`config.mk`:
```
export PLATFORM = sky130hd
export DESIGN_NAME = spi_ram_port_arbiter
export DESIGN_NICKNAME = d
export VERILOG_FILES = /design/src/rtl/spi_ram_port_arbiter_pkg.sv /design/src/rtl/spi_cmd_decoder.sv /design/src/rtl/spi_ram_port_arbiter.sv
export SDC_FILE = /design/constraint.sdc
export NUM_CORES = 1
export LEC_CHECK = 0
export ABC_AREA = 1
export CAP_MARGIN = 5
export CORE_MARGIN = 1.5
export CORE_UTILIZATION = 37
export CTS_CLUSTER_DIAMETER = 100
export DETAILED_ROUTE_END_ITERATION = 12
export HOLD_SLACK_MARGIN = 0.08
export PLACE_DENSITY = 0.71
export SLEW_MARGIN = 30
export SYNTH_ARGS = -nofsm -noshare
export SYNTH_HDL_FRONTEND = slang
export SYNTH_SLANG_ARGS = --single-unit
```
`constraint.sdc`:
```
create_clock -name clk -period 1.2 [get_ports clk]
set_input_delay 0.3 -clock clk [delete_from_list [all_inputs] [get_ports clk]]
set_output_delay 0.3 -clock clk [all_outputs]
set_load 0.01 [all_outputs]
```
`src/rtl/spi_ram_port_arbiter_pkg.sv`:
```
// Shared types and defaults for the SPI/host RAM port arbiter.
package spi_ram_port_arbiter_pkg;

  localparam int unsigned MEM_WIDTH = 8;
  localparam int unsigned MEM_DEPTH = 256;

  typedef enum logic [1:0] {
    CMD_WR_ADDR = 2'b00,
    CMD_WR_DATA = 2'b01,
    CMD_RD_ADDR = 2'b10,
    CMD_RD_DATA = 2'b11
  } spi_cmd_e;

  typedef enum logic {
    OWN_SPI  = 1'b0,
    OWN_HOST = 1'b1
  } owner_e;

  localparam logic [1:0] ARB_IDLE    = 2'd0;
  localparam logic [1:0] ARB_ACCESS  = 2'd1;
  localparam logic [1:0] ARB_RD_DATA = 2'd2;

  // On contention the requester that was not served last wins.
  function automatic owner_e rr_pick(input logic spi_pend, input logic host_pend,
                                     input owner_e last);
    if (spi_pend && host_pend) begin
      return (last == OWN_SPI) ? OWN_HOST : OWN_SPI;
    end
    return host_pend ? OWN_HOST : OWN_SPI;
  endfunction

endpackage

```
`src/rtl/spi_cmd_decoder.sv`:
```
// SPI command decode: address registers, one-entry pending RAM op buffer and sticky overflow.
module spi_cmd_decoder
  import spi_ram_port_arbiter_pkg::*;
#(
  parameter int unsigned MEM_WIDTH = spi_ram_port_arbiter_pkg::MEM_WIDTH
) (
  input  logic                 clk,
  input  logic                 rst,
  input  logic                 rx_valid,
  input  logic [MEM_WIDTH+1:0] din,
  input  logic                 consume,
  output logic                 pend_valid,
  output logic                 pend_we,
  output logic [MEM_WIDTH-1:0] pend_addr,
  output logic [MEM_WIDTH-1:0] pend_wdata,
  output logic                 spi_ovf
);

  logic [MEM_WIDTH-1:0] wr_addr_q;
  logic [MEM_WIDTH-1:0] rd_addr_q;
  logic                 pend_valid_q;
  logic                 pend_we_q;
  logic [MEM_WIDTH-1:0] pend_addr_q;
  logic [MEM_WIDTH-1:0] pend_wdata_q;
  logic                 spi_ovf_q;

  spi_cmd_e             cmd;
  logic [MEM_WIDTH-1:0] payload;
  logic                 queue_op;
  logic                 slot_free;

  assign cmd       = spi_cmd_e'(din[MEM_WIDTH+1:MEM_WIDTH]);
  assign payload   = din[MEM_WIDTH-1:0];
  assign queue_op  = rx_valid && ((cmd == CMD_WR_DATA) || (cmd == CMD_RD_DATA));
  // A slot being drained this cycle can take the new op immediately.
  assign slot_free = !pend_valid_q || consume;

  always_ff @(posedge clk) begin
    if (rst) begin
      wr_addr_q    <= '0;
      rd_addr_q    <= '0;
      pend_valid_q <= 1'b0;
      pend_we_q    <= 1'b0;
      pend_addr_q  <= '0;
      pend_wdata_q <= '0;
      spi_ovf_q    <= 1'b0;
    end else begin
      if (rx_valid && (cmd == CMD_WR_ADDR)) begin
        wr_addr_q <= payload;
      end
      if (rx_valid && (cmd == CMD_RD_ADDR)) begin
        rd_addr_q <= payload;
      end
      if (consume) begin
        pend_valid_q <= 1'b0;
      end
      if (queue_op) begin
        if (slot_free) begin
          pend_valid_q <= 1'b1;
          pend_we_q    <= (cmd == CMD_WR_DATA);
          if (cmd == CMD_WR_DATA) begin
            pend_addr_q  <= wr_addr_q;
            pend_wdata_q <= payload;
          end else begin
            pend_addr_q  <= rd_addr_q;
          end
        end else begin
          spi_ovf_q <= 1'b1;
        end
      end
    end
  end

  assign pend_valid = pend_valid_q;
  assign pend_we    = pend_we_q;
  assign pend_addr  = pend_addr_q;
  assign pend_wdata = pend_wdata_q;
  assign spi_ovf    = spi_ovf_q;

endmodule

```
`src/rtl/spi_ram_port_arbiter.sv`:
```
// Round-robin arbiter sharing a single-port RAM between the SPI command stream and a host port.
module spi_ram_port_arbiter
  import spi_ram_port_arbiter_pkg::*;
#(
  parameter int unsigned MEM_WIDTH = spi_ram_port_arbiter_pkg::MEM_WIDTH,
  parameter int unsigned MEM_DEPTH = spi_ram_port_arbiter_pkg::MEM_DEPTH
) (
  input  logic                 clk,
  input  logic                 rst,
  input  logic                 rx_valid,
  input  logic [MEM_WIDTH+1:0] din,
  output logic [MEM_WIDTH-1:0] dout,
  output logic                 tx_valid,
  input  logic                 host_req,
  input  logic                 host_we,
  input  logic [MEM_WIDTH-1:0] host_addr,
  input  logic [MEM_WIDTH-1:0] host_wdata,
  output logic                 host_gnt,
  output logic                 host_rvalid,
  output logic [MEM_WIDTH-1:0] host_rdata,
  output logic                 spi_ovf,
  output logic                 ram_en,
  output logic                 ram_we,
  output logic [MEM_WIDTH-1:0] ram_addr,
  output logic [MEM_WIDTH-1:0] ram_wdata,
  input  logic [MEM_WIDTH-1:0] ram_rdata
);

  if (MEM_DEPTH != (32'd1 << MEM_WIDTH)) begin : gen_depth_check
    $error("MEM_DEPTH must equal 2**MEM_WIDTH");
  end

  logic                 pend_valid;
  logic                 pend_we;
  logic [MEM_WIDTH-1:0] pend_addr;
  logic [MEM_WIDTH-1:0] pend_wdata;
  logic                 consume;

  logic [1:0]           state_q;
  owner_e               owner_q;
  owner_e               rr_q;
  owner_e               winner;

  logic                 ram_en_q;
  logic                 ram_we_q;
  logic [MEM_WIDTH-1:0] ram_addr_q;
  logic [MEM_WIDTH-1:0] ram_wdata_q;
  logic                 host_gnt_q;
  logic                 tx_valid_q;
  logic [MEM_WIDTH-1:0] dout_q;
  logic                 host_rvalid_q;
  logic [MEM_WIDTH-1:0] host_rdata_q;

  spi_cmd_decoder #(
    .MEM_WIDTH (MEM_WIDTH)
  ) u_spi_cmd_decoder (
    .clk        (clk),
    .rst        (rst),
    .rx_valid   (rx_valid),
    .din        (din),
    .consume    (consume),
    .pend_valid (pend_valid),
    .pend_we    (pend_we),
    .pend_addr  (pend_addr),
    .pend_wdata (pend_wdata),
    .spi_ovf    (spi_ovf)
  );

  assign winner  = rr_pick(pend_valid, host_req, rr_q);
  assign consume = (state_q == ARB_ACCESS) && (owner_q == OWN_SPI);

  always_ff @(posedge clk) begin
    if (rst) begin
      state_q       <= ARB_IDLE;
      owner_q       <= OWN_SPI;
      rr_q          <= OWN_SPI;
      ram_en_q      <= 1'b0;
      ram_we_q      <= 1'b0;
      ram_addr_q    <= '0;
      ram_wdata_q   <= '0;
      host_gnt_q    <= 1'b0;
      tx_valid_q    <= 1'b0;
      dout_q        <= '0;
      host_rvalid_q <= 1'b0;
      host_rdata_q  <= '0;
    end else begin
      tx_valid_q    <= 1'b0;
      host_rvalid_q <= 1'b0;
      case (state_q)
        ARB_IDLE: begin
          if (pend_valid || host_req) begin
            owner_q  <= winner;
            state_q  <= ARB_ACCESS;
            ram_en_q <= 1'b1;
            if (winner == OWN_HOST) begin
              ram_we_q    <= host_we;
              ram_addr_q  <= host_addr;
              ram_wdata_q <= host_wdata;
              host_gnt_q  <= 1'b1;
            end else begin
              ram_we_q    <= pend_we;
              ram_addr_q  <= pend_addr;
              ram_wdata_q <= pend_wdata;
            end
          end
        end
        ARB_ACCESS: begin
          ram_en_q   <= 1'b0;
          ram_we_q   <= 1'b0;
          host_gnt_q <= 1'b0;
          rr_q       <= owner_q;
          state_q    <= ram_we_q ? ARB_IDLE : ARB_RD_DATA;
        end
        ARB_RD_DATA: begin
          if (owner_q == OWN_SPI) begin
            tx_valid_q <= 1'b1;
            dout_q     <= ram_rdata;
          end else begin
            host_rvalid_q <= 1'b1;
            host_rdata_q  <= ram_rdata;
          end
          state_q <= ARB_IDLE;
        end
        default: begin
          state_q    <= ARB_IDLE;
          ram_en_q   <= 1'b0;
          ram_we_q   <= 1'b0;
          host_gnt_q <= 1'b0;
        end
      endcase
    end
  end

  assign ram_en      = ram_en_q;
  assign ram_we      = ram_we_q;
  assign ram_addr    = ram_addr_q;
  assign ram_wdata   = ram_wdata_q;
  assign host_gnt    = host_gnt_q;
  assign tx_valid    = tx_valid_q;
  assign dout        = dout_q;
  assign host_rvalid = host_rvalid_q;
  assign host_rdata  = host_rdata_q;

  // The host may only withdraw its request in the cycle it sees host_gnt.
  host_req_held_a : assert property (@(posedge clk) disable iff (rst)
    $fell(host_req) |-> host_gnt);

endmodule

```
-- Word-level counts from Yosys, hierarchy flattened
Cells that the tools add are included.
- register bits after elaboration: 76
- input port bits: 39
- output and inout bits: 38
- logic and storage cells: 73
- eq/ne operators: 7
- mux-type cells: 24
- bitwise logic cells: 3
- reductions and logical operators: 20
- operators with widths (kind ; number):
    $mux 8 ; 3
    $mux 1 ; 15
    $reduce_and 2->1 ; 6
    $eq 2x2->1 const B ; 3
    $pmux 1 s2 ; 3
    $reduce_and 3->1 ; 2
    $logic_and 1x1->1 ; 5
    $eq 2x1->1 const B ; 2
    $logic_not 2->1 ; 2
    $mux 2 ; 2
    $ne 2x2->1 const B ; 2
    $pmux 2 s2 ; 1
    $logic_or 1x1->1 ; 3
    $not 1->1 ; 3
    $reduce_or 2->1 ; 1
    $logic_not 1->1 ; 1

-- Depth between registers and ports, before layout
- depth after elaboration: 6
- depth in mapped cells: 9
- mapped depth without buffers: 7

-- Cells and area by module
Synthesis repeated with hierarchy kept, for this count alone.
- cells, all modules: 479
- area total of the unflattened synthesis: 3249.4 um^2
- modules (own cells, without submodules) (module ; instances ; cells each ; area each (um^2) ; seq. area each (um^2)):
    spi_ram_port_arbiter ; 1 ; 254 ; 1780.5 ; 820.8
    spi_cmd_decoder ; 1 ; 225 ; 1468.9 ; 700.7

-- Least setup slack after synthesis
No wires, ideal clock.
- kind: in2reg
- start point: input rst
- end point: register ram_addr_q[1], in the netlist ram_addr[1]
- setup time: 56 ps
- data arrival time: 1081 ps
- setup slack: 63 ps
- stages: 9
- cell sequence: buf_2 > nor2_2 > inv_2 > nor2_2 > inv_2 > buf_2 > nand2_1 > nand2_1 > inv_1
- RTL lines (what ; line ; text):
    start: declaration ; spi_ram_port_arbiter.sv:9 ; input logic rst,
    end signal: assignment ; spi_ram_port_arbiter.sv:97 ; ram_addr_q <= host_addr;
    end signal: assignment ; spi_ram_port_arbiter.sv:102 ; ram_addr_q <= pend_addr;
    end: declaration ; spi_ram_port_arbiter.sv:46 ; logic [MEM_WIDTH-1:0] ram_addr_q;

-- Worst setup path in the final report
- start point: register state_q[1]
- end point: register u_spi_cmd_decoder.pend_wdata_q[4], in the netlist u_spi_cmd_decoder.pend_wdata[4]
- longest elaborated chain between the ends: 4
- ends and longest elaborated chain (what ; line ; text):
    start: declaration ; spi_ram_port_arbiter.sv:39 ; logic [1:0] state_q;
    start signal: assignment ; spi_ram_port_arbiter.sv:112 ; state_q <= ram_we_q ? ARB_IDLE : ARB_RD_DATA;
    $eq 2x1->1 ; spi_ram_port_arbiter.sv:70 ; assign consume = (state_q == ARB_ACCESS) && (owner_q == OWN_SPI);
    $logic_and 1x1->1 ; spi_ram_port_arbiter.sv:70 ;
    $logic_or 1x1->1 ; spi_cmd_decoder.sv:36 ; assign slot_free = !pend_valid_q || consume;
    $reduce_and 3->1 (no source line) ; n/a ;
    end signal: assignment ; spi_cmd_decoder.sv:63 ; pend_wdata_q <= payload;
    end: declaration ; spi_cmd_decoder.sv:24 ; logic [MEM_WIDTH-1:0] pend_wdata_q;
No other way between the ends.
A chain may end at the register's enable or synchronous reset.

==> key figures <==
Final layout
  – Reg area: about 0.0016 mm²
  – Multi-input gate area: 0.00149 mm²
  – Layout Nets: about 580
  – Share of cells above drive strength 1: a little under a third
  – P&R area growth vs syn: 42.2%
  – Fillers: about 790
  – N_diodes: 0

Floorplanning
  – I/O pins: 77
  – FP Rows: 33
  – DIE HEIGHT: 96.0 µm
  – Die area: 0.00921 mm²
  – Initial Utilization: 38.5%
  – Chip width: 96.0 µm
  – Core box area: ~0.0083 mm²

Worst setup path
  – Worst reg2reg setup slack: 0.02 ns
  – Critical Path AT: 1.49 ns
  – Bufs and invs on worst path: 3
  – Crit. End Element: flip-flop
  – Reg2reg path depth: 8
  – CP required: 1.51 ns
  – Worst-path cell chain: inv_4 > nand3_2 > nand2_4 > buf_4 > nand3_2 > nand2_1 > inv_1 > nor2_1
  – Kind of critical path: flip-flop to flip-flop
  – Slowest-stage cell, CP: dfxtp_4
  – Max incr delay on CP: ~0.37 ns
  – CP Max Fanout: 5
  – CP dominant cell by count: nand3_2
  – R2R Path End: u_spi_cmd_decoder.pend_wdata[4]$_SDFFE_PP0P_
  – Worst setup SP type: flip-flop
  – CP delay by family, top: simple AND/OR/NAND/NOR gates
  – FF-to-FF Start: state_q[1]$_SDFFE_PP0P_

Placement
  – Dpl ws: -0.447 ns
  – Routability cong.: 0.838
  – Port-buffer cells: 76
  – Detailed placement HPWL: 5640 µm

Global route
  – Vias in the first global route: roughly 2900
  – Largest net degree at the start of global routing: 27
  – Met2 usage: 28.6%
  – Global routing usage on met3: 3.40%
  – Met1 usage: a little under a quarter
  – GRT busiest layer: met2
  – Gr usage total: 18.2%
  – First-pass GRT wire length: 12900 µm
  – Initial antenna violation count: 0
  – Grt total ovfl: 0

Logic synthesis
  – Yosys reg bits: 76
  – Synth async-reset ratio: 0%
  – Post-Syn Area: 0.00320 mm²
  – Synth area leaders: dfxtp_1 48%, nand2_1 17%, a21oi_1 7.7%, nand3_1 7.0%, inv_1 4.6%
  – Mux cell area share after synthesis: 0%
  – Mapped Cells: between 400 and 500
  – EDFF count, synth: 0
  – Most common cell in the netlist: nand2_1
  – XOR/XNOR Fraction of Synth Area: 0%
  – Leading area contributor after synthesis: dfxtp_1
  – Largest family of logic cells by synthesized area: simple AND/OR/NAND/NOR gates
  – Total nets after synthesis: 481
  – Post-synthesis compound-gate area fraction: 11.3%
  – Simple-gate share of the synthesized area: a little under a third
  – Seq/Total Area, Yosys: 47.6%
  – Mean Syn Cell Area: 7.23 µm²
  – Most used DFF post-synth: dfxtp_1
  – Post-Synth Adder-Cell Area: 0%
  – Most frequent cells after synthesis: 141 x nand2_1, 76 x dfxtp_1, 49 x a21oi_1
  – Unique cell type count in the Yosys netlist: 26
  – Top cell type's share of synthesized area: 47.6%
  – Synth warnings: 0

Clocking
  – Longest Clk Path Bufs: 2
  – # clock sinks: 76
  – Reg clk slew, reported paths: roughly 0.09 ns
  – CTS Buf Count: 9
  – Root buf cell: clkbuf_8
  – Htree depth: 3
  – CTS tree: done
  – Clk_lat worst skew: 0.36 ns

STA
  – Worst Tran Pin Value: around 0.26 ns
  – Final setup skew: 0.00746 ns
  – Tcrit/Tclk final: 98.5%
  – Final hold viol count: 0
  – Slew margin rel.: roughly 83%
  – Clock period minus worst slack: around 1.2 ns
  – Pins Over Slew Limit: 0
  – RSZ-0062 raised after global routing: yes
  – PnR worst setup slack: approximately 0.018 ns
  – Fmax: 846 MHz
  – # setup viols final: 0

Hold path
  – Start point of the worst hold path: rst
  – Worst hold path endpoint: state_q[0]$_SDFFE_PP0P_
  – Hold depth: 4
  – Hold Crit Class: primary input to flip-flop

Route
  – DRC violation count after routing: 0
  – DR iter-0 viols: 129
  – Drt total wl: 8370 µm
  – Routed Antenna Nets: 0
  – Drt first pass iters: 4
  – Routed vias: 3155
  – DR WL/cell: 12.8 µm
  – Vias per cell: ~4.8

Pwr
  – Static Leak: 2.10 nW
  – Worst vdd ir: 0.000502 V
  – Total Power: 5.59 mW
  – PwrDens: 1230 mW/mm²

Flow run
  – Max-cap violation count: 0

Run status
  – Status: completed
[how the worst max path moves through the flow]
stage,slack [ns],cells after the start,to,start
finish,0.02,8,u_spi_cmd_decoder.pend_wdata[4]$_SDFFE_PP0P_,state_q[1]$_SDFFE_PP0P_
global route,-0.05,8,u_spi_cmd_decoder.pend_wdata[2]$_SDFFE_PP0P_,state_q[1]$_SDFFE_PP0P_
CTS,0.002,6,dout[3]$_SDFFE_PP0P_,state_q[1]$_SDFFE_PP0P_
detailed placement,-0.45,7,ram_wdata[1]$_SDFFE_PP0P_,host_req
global placement,-0.39,8,ram_wdata[1]$_SDFFE_PP0P_,host_req
floorplan,0.06,9,ram_addr[1]$_SDFFE_PP0P_,rst
[power breakdown]
group / switching (mW) / internal, mW / leakage [nW] / total (mW)
clock: 1.04 / 0.781 / 0.0879 / 1.82
sequential: 0.0764 / 2.68 / 0.634 / 2.75
combinational: 0.552 / 0.454 / 1.38 / 1.01
[cell type report]
| type | count | area share (%) |
|---|---|---|
| multi-input cells | 295 | 32.8 |
| flip-flops and latches | 76 | 34.5 |
| inverters | 50 | 4.62 |
| clock inverters | 7 | 1.35 |
| well taps | 105 | 2.89 |
| clock buffers | 9 | 2.72 |
| repair buffers | 110 | 21.1 |
| repair inverters | 1 | 0.138 |
[registers in the layout, indices dropped and copies added, names as in the netlist]
register and flops:
u_spi_cmd_decoder.spi_ovf 1, dout 8, u_spi_cmd_decoder.pend_we 1, ram_addr 8, u_spi_cmd_decoder.pend_valid 1, ram_en 1
host_rdata 8, host_rvalid 1, u_spi_cmd_decoder.pend_addr 8, tx_valid 1, ram_we 1, u_spi_cmd_decoder.pend_wdata 8
ram_wdata 8, owner_q 1, state_q 2, host_gnt 1, u_spi_cmd_decoder.rd_addr_q 8, u_spi_cmd_decoder.wr_addr_q 8
rr_q 1
[cells by family after synthesis]
| family | Yosys count |
|---|---|
| buffers and inverters | 72 |
| AND/OR/NAND/NOR | 223 |
| flip-flops | 76 |
| AO/OA/AOI/OAI | 71 |
[layer usage]
metal / share of wire, % / vias up
li1: - / 1618
met1: 45 / 1431
met2: 47 / 92
met3: 5.2 / 14
met4: 2.5 / 0
met5: 0 / -
[cells in the final DEF (no fill, tap or decap), drive strengths merged]
cell type | synthesis | routed
a21oi | 49 | 49
buf | 17 | 71
clkbuf | 5 | 10
clkdlybuf4s50 | 0 | 33
clkinv | 1 | 5
clkinvlp | 0 | 2
dfxtp | 76 | 76
dlygate4sd2 | 0 | 1
dlymetal6s2s | 0 | 4
inv | 49 | 51
nand2 | 144 | 144
nand3 | 47 | 48
nand4 | 8 | 8
nor2 | 20 | 20
nor3 | 2 | 2
nor4 | 1 | 1
o211ai | 1 | 1
o21a | 1 | 1
o21ai | 20 | 20
or2 | 1 | 1
[worst register-to-register path, cell delays in order (launching register included)]
cell	delay, ns
dfxtp_4	0.37
inv_4	0.07
nand3_2	0.11
nand2_4	0.13
buf_4	0.14
nand3_2	0.10
nand2_1	0.09
inv_1	0.04
nor2_1	0.08
[timing repair]
item	CTS	global route
resized for setup	188	55
endpoints found under the setup margin	72	67
hold buffers	0	0
buffers inserted	0	6
cloned	0	3
pin swaps	0	16
[stage by stage]
stage               hold slack (ns)  instances  cell area [µm²]  TNS (ns)  utilization, %
floorplan                     0.441        442             3200         0               -
global placement              0.450        628             4240    -19.99            51.0
detailed placement            0.455        628             4240    -21.69            51.0
CTS                           0.466        644             4290         0            51.7
global route                  0.349        653             4550    -0.822            54.8
finish                        0.331        653             4550         0            54.8
No activity file was read; power rests on OpenSTA's default activity.
